--- src/rtl/rsa_job_sequencer_if.sv ---
`default_nettype none
// ==========================================================================
// rsa_job_sequencer_if : word-in, core and word-out handshakes of the sequencer
// Revision: 1.0
// ==========================================================================
interface rsa_job_sequencer_if #(
   parameter int N = 32
);
   logic         in_valid;
   logic [N-1:0] in_word;
   logic         core_start;
   logic [N-1:0] core_modulus;
   logic [N-1:0] core_exponent;
   logic [N-1:0] core_base;
   logic         core_done;
   logic [N-1:0] core_result;
   logic         out_valid;
   logic [N-1:0] out_word;
   logic         out_busy;
   logic         busy;
   logic         overrun;
   logic         timeout;
   logic         bad_mod;

   modport master (
      input  in_valid, in_word, core_done, core_result, out_busy,
      output core_start, core_modulus, core_exponent, core_base,
             out_valid, out_word, busy, overrun, timeout, bad_mod
   );

   modport slave (
      output in_valid, in_word, core_done, core_result, out_busy,
      input  core_start, core_modulus, core_exponent, core_base,
             out_valid, out_word, busy, overrun, timeout, bad_mod
   );
endinterface
`default_nettype wire

--- src/rtl/rsa_job_sequencer.sv ---
`default_nettype none
// ==========================================================================
// rsa_job_sequencer : collects modulus/exponent/base, runs the core, sends result
// Revision: 1.0
// ==========================================================================
module rsa_job_sequencer #(
   parameter int N    = 32,
   parameter int TO_W = 24
) (
   input  wire logic            clk,
   input  wire logic            rst_n,
   rsa_job_sequencer_if.master  bus
);
   localparam logic [2:0] S_LOAD_MOD     = 3'd0;
   localparam logic [2:0] S_LOAD_EXP     = 3'd1;
   localparam logic [2:0] S_LOAD_BASE    = 3'd2;
   localparam logic [2:0] S_START        = 3'd3;
   localparam logic [2:0] S_WAIT_CORE    = 3'd4;
   localparam logic [2:0] S_SEND         = 3'd5;
   localparam logic [2:0] S_WAIT_TX_ACK  = 3'd6;
   localparam logic [2:0] S_WAIT_TX_DONE = 3'd7;

   logic [2:0]      r_state;
   logic [2:0]      w_next;
   logic [TO_W-1:0] r_wd;
   logic            w_wd_exp;
   logic            w_waiting;
   logic [N-1:0]    r_mod;
   logic [N-1:0]    r_exp;
   logic [N-1:0]    r_base;
   logic [N-1:0]    r_out_word;
   logic            r_core_start;
   logic            r_overrun;
   logic            r_timeout;
   logic            r_bad_mod;
   logic            w_busy;
   logic            w_out_valid;

   assign w_wd_exp  = &r_wd;
   assign w_waiting = (r_state == S_WAIT_CORE) || (r_state == S_WAIT_TX_ACK) ||
                      (r_state == S_WAIT_TX_DONE);

   always_ff @(posedge clk) begin
      if (!rst_n) r_state <= S_LOAD_MOD;
      else        r_state <= w_next;
   end

   // core_done takes priority over watchdog expiry; out_busy over expiry in WAIT_TX_ACK
   always_comb begin
      w_next = r_state;
      case (r_state)
         S_LOAD_MOD:     if (bus.in_valid) w_next = S_LOAD_EXP;
         S_LOAD_EXP:     if (bus.in_valid) w_next = S_LOAD_BASE;
         S_LOAD_BASE:    if (bus.in_valid) w_next = (r_mod == '0) ? S_SEND : S_START;
         S_START:        w_next = S_WAIT_CORE;
         S_WAIT_CORE:    if (bus.core_done || w_wd_exp) w_next = S_SEND;
         S_SEND:         w_next = S_WAIT_TX_ACK;
         S_WAIT_TX_ACK: begin
            if (bus.out_busy)   w_next = S_WAIT_TX_DONE;
            else if (w_wd_exp)  w_next = S_LOAD_MOD;
         end
         S_WAIT_TX_DONE: if (!bus.out_busy || w_wd_exp) w_next = S_LOAD_MOD;
         default:        w_next = S_LOAD_MOD;
      endcase
   end

   always_comb begin
      w_busy      = 1'b1;
      w_out_valid = 1'b0;
      case (r_state)
         S_LOAD_MOD, S_LOAD_EXP, S_LOAD_BASE: w_busy = 1'b0;
         S_SEND:                              w_out_valid = 1'b1;
         default:                             w_busy = 1'b1;
      endcase
   end

   always_ff @(posedge clk) begin
      if (!rst_n) begin
         r_wd         <= '0;
         r_mod        <= '0;
         r_exp        <= '0;
         r_base       <= '0;
         r_out_word   <= '0;
         r_core_start <= 1'b0;
         r_overrun    <= 1'b0;
         r_timeout    <= 1'b0;
         r_bad_mod    <= 1'b0;
      end else begin
         // registered from START so the pulse lands two cycles after the base word
         r_core_start <= (r_state == S_START);

         if (w_next != r_state)        r_wd <= '0;
         else if (w_waiting && !w_wd_exp) r_wd <= r_wd + 1'b1;

         if (bus.in_valid && w_busy) r_overrun <= 1'b1;

         case (r_state)
            S_LOAD_MOD:  if (bus.in_valid) r_mod <= bus.in_word;
            S_LOAD_EXP:  if (bus.in_valid) r_exp <= bus.in_word;
            S_LOAD_BASE: begin
               if (bus.in_valid) begin
                  r_base <= bus.in_word;
                  if (r_mod == '0) begin
                     r_bad_mod  <= 1'b1;
                     r_out_word <= '0;
                  end
               end
            end
            S_WAIT_CORE: begin
               if (bus.core_done) begin
                  r_out_word <= bus.core_result;
               end else if (w_wd_exp) begin
                  r_timeout  <= 1'b1;
                  r_out_word <= '1;
               end
            end
            S_WAIT_TX_ACK:  if (!bus.out_busy && w_wd_exp) r_timeout <= 1'b1;
            S_WAIT_TX_DONE: if (bus.out_busy && w_wd_exp)  r_timeout <= 1'b1;
            default: ;
         endcase
      end
   end

   assign bus.core_start    = r_core_start;
   assign bus.core_modulus  = r_mod;
   assign bus.core_exponent = r_exp;
   assign bus.core_base     = r_base;
   assign bus.out_valid     = w_out_valid;
   assign bus.out_word      = r_out_word;
   assign bus.busy          = w_busy;
   assign bus.overrun       = r_overrun;
   assign bus.timeout       = r_timeout;
   assign bus.bad_mod       = r_bad_mod;
endmodule
`default_nettype wire

--- src/flat_wrapper.sv ---
// flat-port wrapper written by rule: the top's interface ports become plain ports
module rsa_job_sequencer_flat 
#(
   parameter int N    = 32,
   parameter int TO_W = 24
)
  (clk, rst_n, bus_in_valid, bus_in_word, bus_core_done, bus_core_result, bus_out_busy, bus_core_start, bus_core_modulus, bus_core_exponent, bus_core_base, bus_out_valid, bus_out_word, bus_busy, bus_overrun, bus_timeout, bus_bad_mod);
  rsa_job_sequencer_if #(.N(N)) bus_i ();
  input  wire logic clk;
  input  wire logic rst_n;
  input wire logic [$bits(bus_i.in_valid)-1:0] bus_in_valid;
  input wire logic [$bits(bus_i.in_word)-1:0] bus_in_word;
  input wire logic [$bits(bus_i.core_done)-1:0] bus_core_done;
  input wire logic [$bits(bus_i.core_result)-1:0] bus_core_result;
  input wire logic [$bits(bus_i.out_busy)-1:0] bus_out_busy;
  output wire logic [$bits(bus_i.core_start)-1:0] bus_core_start;
  output wire logic [$bits(bus_i.core_modulus)-1:0] bus_core_modulus;
  output wire logic [$bits(bus_i.core_exponent)-1:0] bus_core_exponent;
  output wire logic [$bits(bus_i.core_base)-1:0] bus_core_base;
  output wire logic [$bits(bus_i.out_valid)-1:0] bus_out_valid;
  output wire logic [$bits(bus_i.out_word)-1:0] bus_out_word;
  output wire logic [$bits(bus_i.busy)-1:0] bus_busy;
  output wire logic [$bits(bus_i.overrun)-1:0] bus_overrun;
  output wire logic [$bits(bus_i.timeout)-1:0] bus_timeout;
  output wire logic [$bits(bus_i.bad_mod)-1:0] bus_bad_mod;
  assign bus_i.in_valid = bus_in_valid;
  assign bus_i.in_word = bus_in_word;
  assign bus_i.core_done = bus_core_done;
  assign bus_i.core_result = bus_core_result;
  assign bus_i.out_busy = bus_out_busy;
  assign bus_core_start = bus_i.core_start;
  assign bus_core_modulus = bus_i.core_modulus;
  assign bus_core_exponent = bus_i.core_exponent;
  assign bus_core_base = bus_i.core_base;
  assign bus_out_valid = bus_i.out_valid;
  assign bus_out_word = bus_i.out_word;
  assign bus_busy = bus_i.busy;
  assign bus_overrun = bus_i.overrun;
  assign bus_timeout = bus_i.timeout;
  assign bus_bad_mod = bus_i.bad_mod;
  rsa_job_sequencer #(.N(N), .TO_W(TO_W)) u_core (.clk(clk), .rst_n(rst_n), .bus(bus_i));
endmodule
--- config.mk ---
export PLATFORM = sky130hd
export DESIGN_NAME = rsa_job_sequencer_flat
export DESIGN_NICKNAME = d
export VERILOG_FILES = /design/src/rtl/rsa_job_sequencer_if.sv /design/src/rtl/rsa_job_sequencer.sv /design/src/flat_wrapper.sv
export SDC_FILE = /design/constraint.sdc
export NUM_CORES = 1
export LEC_CHECK = 0
export CAP_MARGIN = 20
export CORE_MARGIN = 2
export CORE_UTILIZATION = 45
export DETAILED_ROUTE_END_ITERATION = 8
export PLACE_DENSITY = 0.78
export SETUP_SLACK_MARGIN = 0.1
export SLEW_MARGIN = 25
export SYNTH_ARGS = -nofsm -noshare
export SYNTH_HDL_FRONTEND = slang
export SYNTH_SLANG_ARGS = --single-unit
--- constraint.sdc ---
create_clock -name clk -period 3.2 [get_ports clk]
set_input_delay 0.48 -clock clk [delete_from_list [all_inputs] [get_ports clk]]
set_output_delay 0.48 -clock clk [all_outputs]
set_load 0.005 [all_outputs]
==> flow_summary.json <==
{
  "rsz0062_at_grt": "false",
  "reg2reg_to": "u_core.bus.out_word[8]",
  "relSlewSlack_pct": 47.0,
  "min_path_type": "register to register",
  "die-area_mm2": 0.0152,
  "antenna_found_initial": 0,
  "fp.dieH_um": 123,
  "p_int_mw": 3.58,
  "status": "completed",
  "syn_inst": 756,
  "finalCritPeriodShare_pct": 77.7,
  "antennaDiodeCount": 0,
  "dpl.hpwl_um": 12100,
  "synth_edf_count": 0,
  "grt_pass1_wl_um": 27800,
  "cp.buffers_inverters": 1,
  "layout-drive-gt1-share_pct": 7.90,
  "regToRegStartpoint": "u_core.bus.core_modulus[26]",
  "crit_fanout": 19,
  "r2r_cells": 5,
  "grt_max_degree": 103,
  "track_usage_pct": 23.2,
  "core_area_mm2": 0.0139,
  "async_reset_ff_share_pct": 0,
  "yosysSeqAreaShare_pct": 49.8,
  "min_from": "u_core.bus.core_exponent[12]",
  "power_switching_mw": 1.09,
  "htree_levels": 4,
  "numCtsBuffers": 17,
  "cts_sinks": 159,
  "finClkSkew_ps": 6.10,
  "fin_nets": 1007,
  "postLayoutCoreUtil_pct": 65.8,
  "ys_warn_count": 0,
  "synth_area_per_cell_um2": 8.46,
  "swShare_pct": 23.3,
  "ir_drop_mv": 0.317,
  "grt_overflow_total": 0,
  "cp.required_ps": 2720,
  "initial_utilization_pct": 46.1,
  "crit_top_cell": "nand2_1",
  "synth_seq_cells": 159,
  "worstHoldPathCells": 2,
  "routabilityCongestion": 0.778,
  "hold_viol": 0,
  "min_to": "u_core.bus.core_exponent[12]",
  "synth_nets": 826,
  "cts_buffer_depth": 2,
  "drcViolationCount": 0,
  "drv_cap": 0,
  "tightest_slew_ps": 795,
  "power_frac_seq_pct": 45.1,
  "comb_power_share_pct": 11.2,
  "fill_cells": 1159,
  "critPathTopFamily": "flip-flops",
  "setup_viol_count_final": 0,
  "finalWirelength_um": 18100,
  "syn_area_mm2": 0.00639,
  "drtPass1Iterations": 5,
  "die_w_um": 123,
  "finalInstanceArea_mm2": 0.00914,
  "crit_slowest_cell": "dfxtp_1",
  "fmax_mhz": 402,
  "layout_common_cells": "213 x nand2_1, 202 x clkdlybuf4s50_1, 159 x dfxtp_1",
  "synth_cell_types": 49,
  "cts_resized": 0,
  "grt_pass1_vias": 5472,
  "path_cells": "nand2_1 -> nand2_1 -> clkdlybuf4s50_1",
  "crit_path_start_kind": "register",
  "finalCriticalPeriod_ps": 2490,
  "final.setup.tns_ps": 0,
  "vias": 5891,
  "layout_commonest_cell": "nand2_1",
  "clk_pin_slew_ps": 60,
  "rows": 43,
  "max_stage_delay_ps": 690,
  "worstPathArrival_ps": 2010,
  "clkPwrFrac_pct": 43.7,
  "wire_per_inst_um": 16.0,
  "root_buffer": "clkbuf_16",
  "r2r_slack_ps": 780,
  "powerDensity_mw_per_mm2": 511,
  "area_delta_synth_final_pct": 42.9,
  "ctsHoldBuffers": 0,
  "cts_tree": "yes",
  "drtAntennaViolNets": 0,
  "drtIter0Drc": 446,
  "clock_latency_ps": 410,
  "p_leak_nw": 3.15,
  "place_area_mm2": 0.00853,
  "ys_dominant_reg_cell": "dfxtp_1",
  "whs_ps": 452,
  "post-cts-setup-buffer-count": 0,
  "io_buffers": 202,
  "vias_per_cell": 5.22,
  "final_max_slew_viol_count": 0,
  "end_kind": "output port",
  "io_pins": 203,
  "path_class": "register to output port"
}
-- registers in the layout, indices dropped and copies added (netlist names) --
| name | flops |
|---|---|
| u_core.bus.timeout | 1 |
| u_core.bus.core_exponent | 32 |
| u_core.bus.out_word | 32 |
| u_core.r_wd | 24 |
| u_core.bus.core_modulus | 32 |
| u_core.r_state | 3 |
| u_core.bus.core_start | 1 |
| u_core.bus.bad_mod | 1 |
| u_core.bus.overrun | 1 |
| u_core.bus.core_base | 32 |
-- how the worst max path moves through the flow --
stage / cells after the start / endpoint / from / slack, ps
2_1_floorplan: 8 / u_core.r_wd[11] / u_core.r_wd[0] / 1120
3_3_place_gp: 6 / u_core.bus.out_word[16] / bus_in_valid / 540
3_5_place_dp: 6 / u_core.bus.out_word[6] / bus_in_valid / 490
4_1_cts: 6 / u_core.bus.out_word[8] / u_core.r_wd[0] / 640
5_1_grt: 5 / u_core.bus.out_word[8] / u_core.bus.core_modulus[18] / 580
6_report: 3 / bus_busy / u_core.r_state[0] / 710
-- worst register-to-register path, cell delays in order (launching register included) --
cell	delay, ps
dfxtp_1	320
nor4_1	390
nand4_1	300
nor3_2	520
o211a_1	620
a22o_1	230
-- cells in the mapped netlist (10+ instances only) --
master / count / area (µm²)
a211oi_1: 11 / 82.6
a21oi_1: 103 / 515
a22o_1: 18 / 158
and2_1: 17 / 106
clkbuf_1: 34 / 128
dfxtp_1: 159 / 3180
nand2_1: 213 / 800
nand2b_1: 20 / 125
nand3_1: 10 / 50.1
nor2_1: 13 / 48.8
nor3_1: 24 / 120
nor4_1: 12 / 75.1
o221a_2: 14 / 158
xnor2_1: 19 / 166
-- cell families after synthesis --
group           after synthesis  synth area share (%)
simple gates                340                  24.7
compound gates              173                  18.3
flops                       159                  49.8
buf+inv                      62                  4.19
xor+xnor                     20                  2.74
mux                           1                 0.157
fa+ha+maj                     1                 0.196
-- power by group through the flow --
| stage | sequential [mW] | combinational, mW | clock, mW |
|---|---|---|---|
| final | 2.10 | 0.523 | 2.04 |
| after global routing | 2.11 | 0.569 | 2.16 |
| after CTS | 2.10 | 0.524 | 2.07 |
| after detailed placement | 2.14 | 0.519 | 0 |
| after global placement | 2.14 | 0.516 | 0 |
| after floorplan | 2.14 | 0.221 | 0 |
-- layer usage --
| layer | vias to the layer above | GRT usage (%) | routed length (µm) | share of wire (%) |
|---|---|---|---|---|
| met3 | 23 | 7.70 | 1470 | 8.1 |
| met2 | 199 | 35.9 | 8390 | 46 |
| met5 | - | 0 | 0 | 0 |
| met1 | 2705 | 30.1 | 7900 | 44 |
| li1 | 2964 | - | - | - |
| met4 | 0 | 8.66 | 339 | 1.9 |
-- area by class of cell --
cell class | count | area [µm²] | share of cell area [%]
flip-flops and latches | 159 | 3180 | 34.8
multi-input cells | 535 | 2970 | 32.5
repair buffers | 216 | 2130 | 23.3
clock buffers | 22 | 464 | 5.08
well taps | 180 | 225 | 2.46
clock inverters | 9 | 135 | 1.48
inverters | 8 | 30.0 | 0.329
-- stage by stage --
stage | worst slack, ps | power (mW) | cells
finish | 715 | 4.67 | 1129
global route | 582 | 4.84 | 1129
CTS | 640 | 4.70 | 1129
detailed placement | 489 | 2.66 | 1098
global placement | 538 | 2.66 | 1098
floorplan | 1120 | 2.36 | 756
Power figures use the tool's default switching activity.
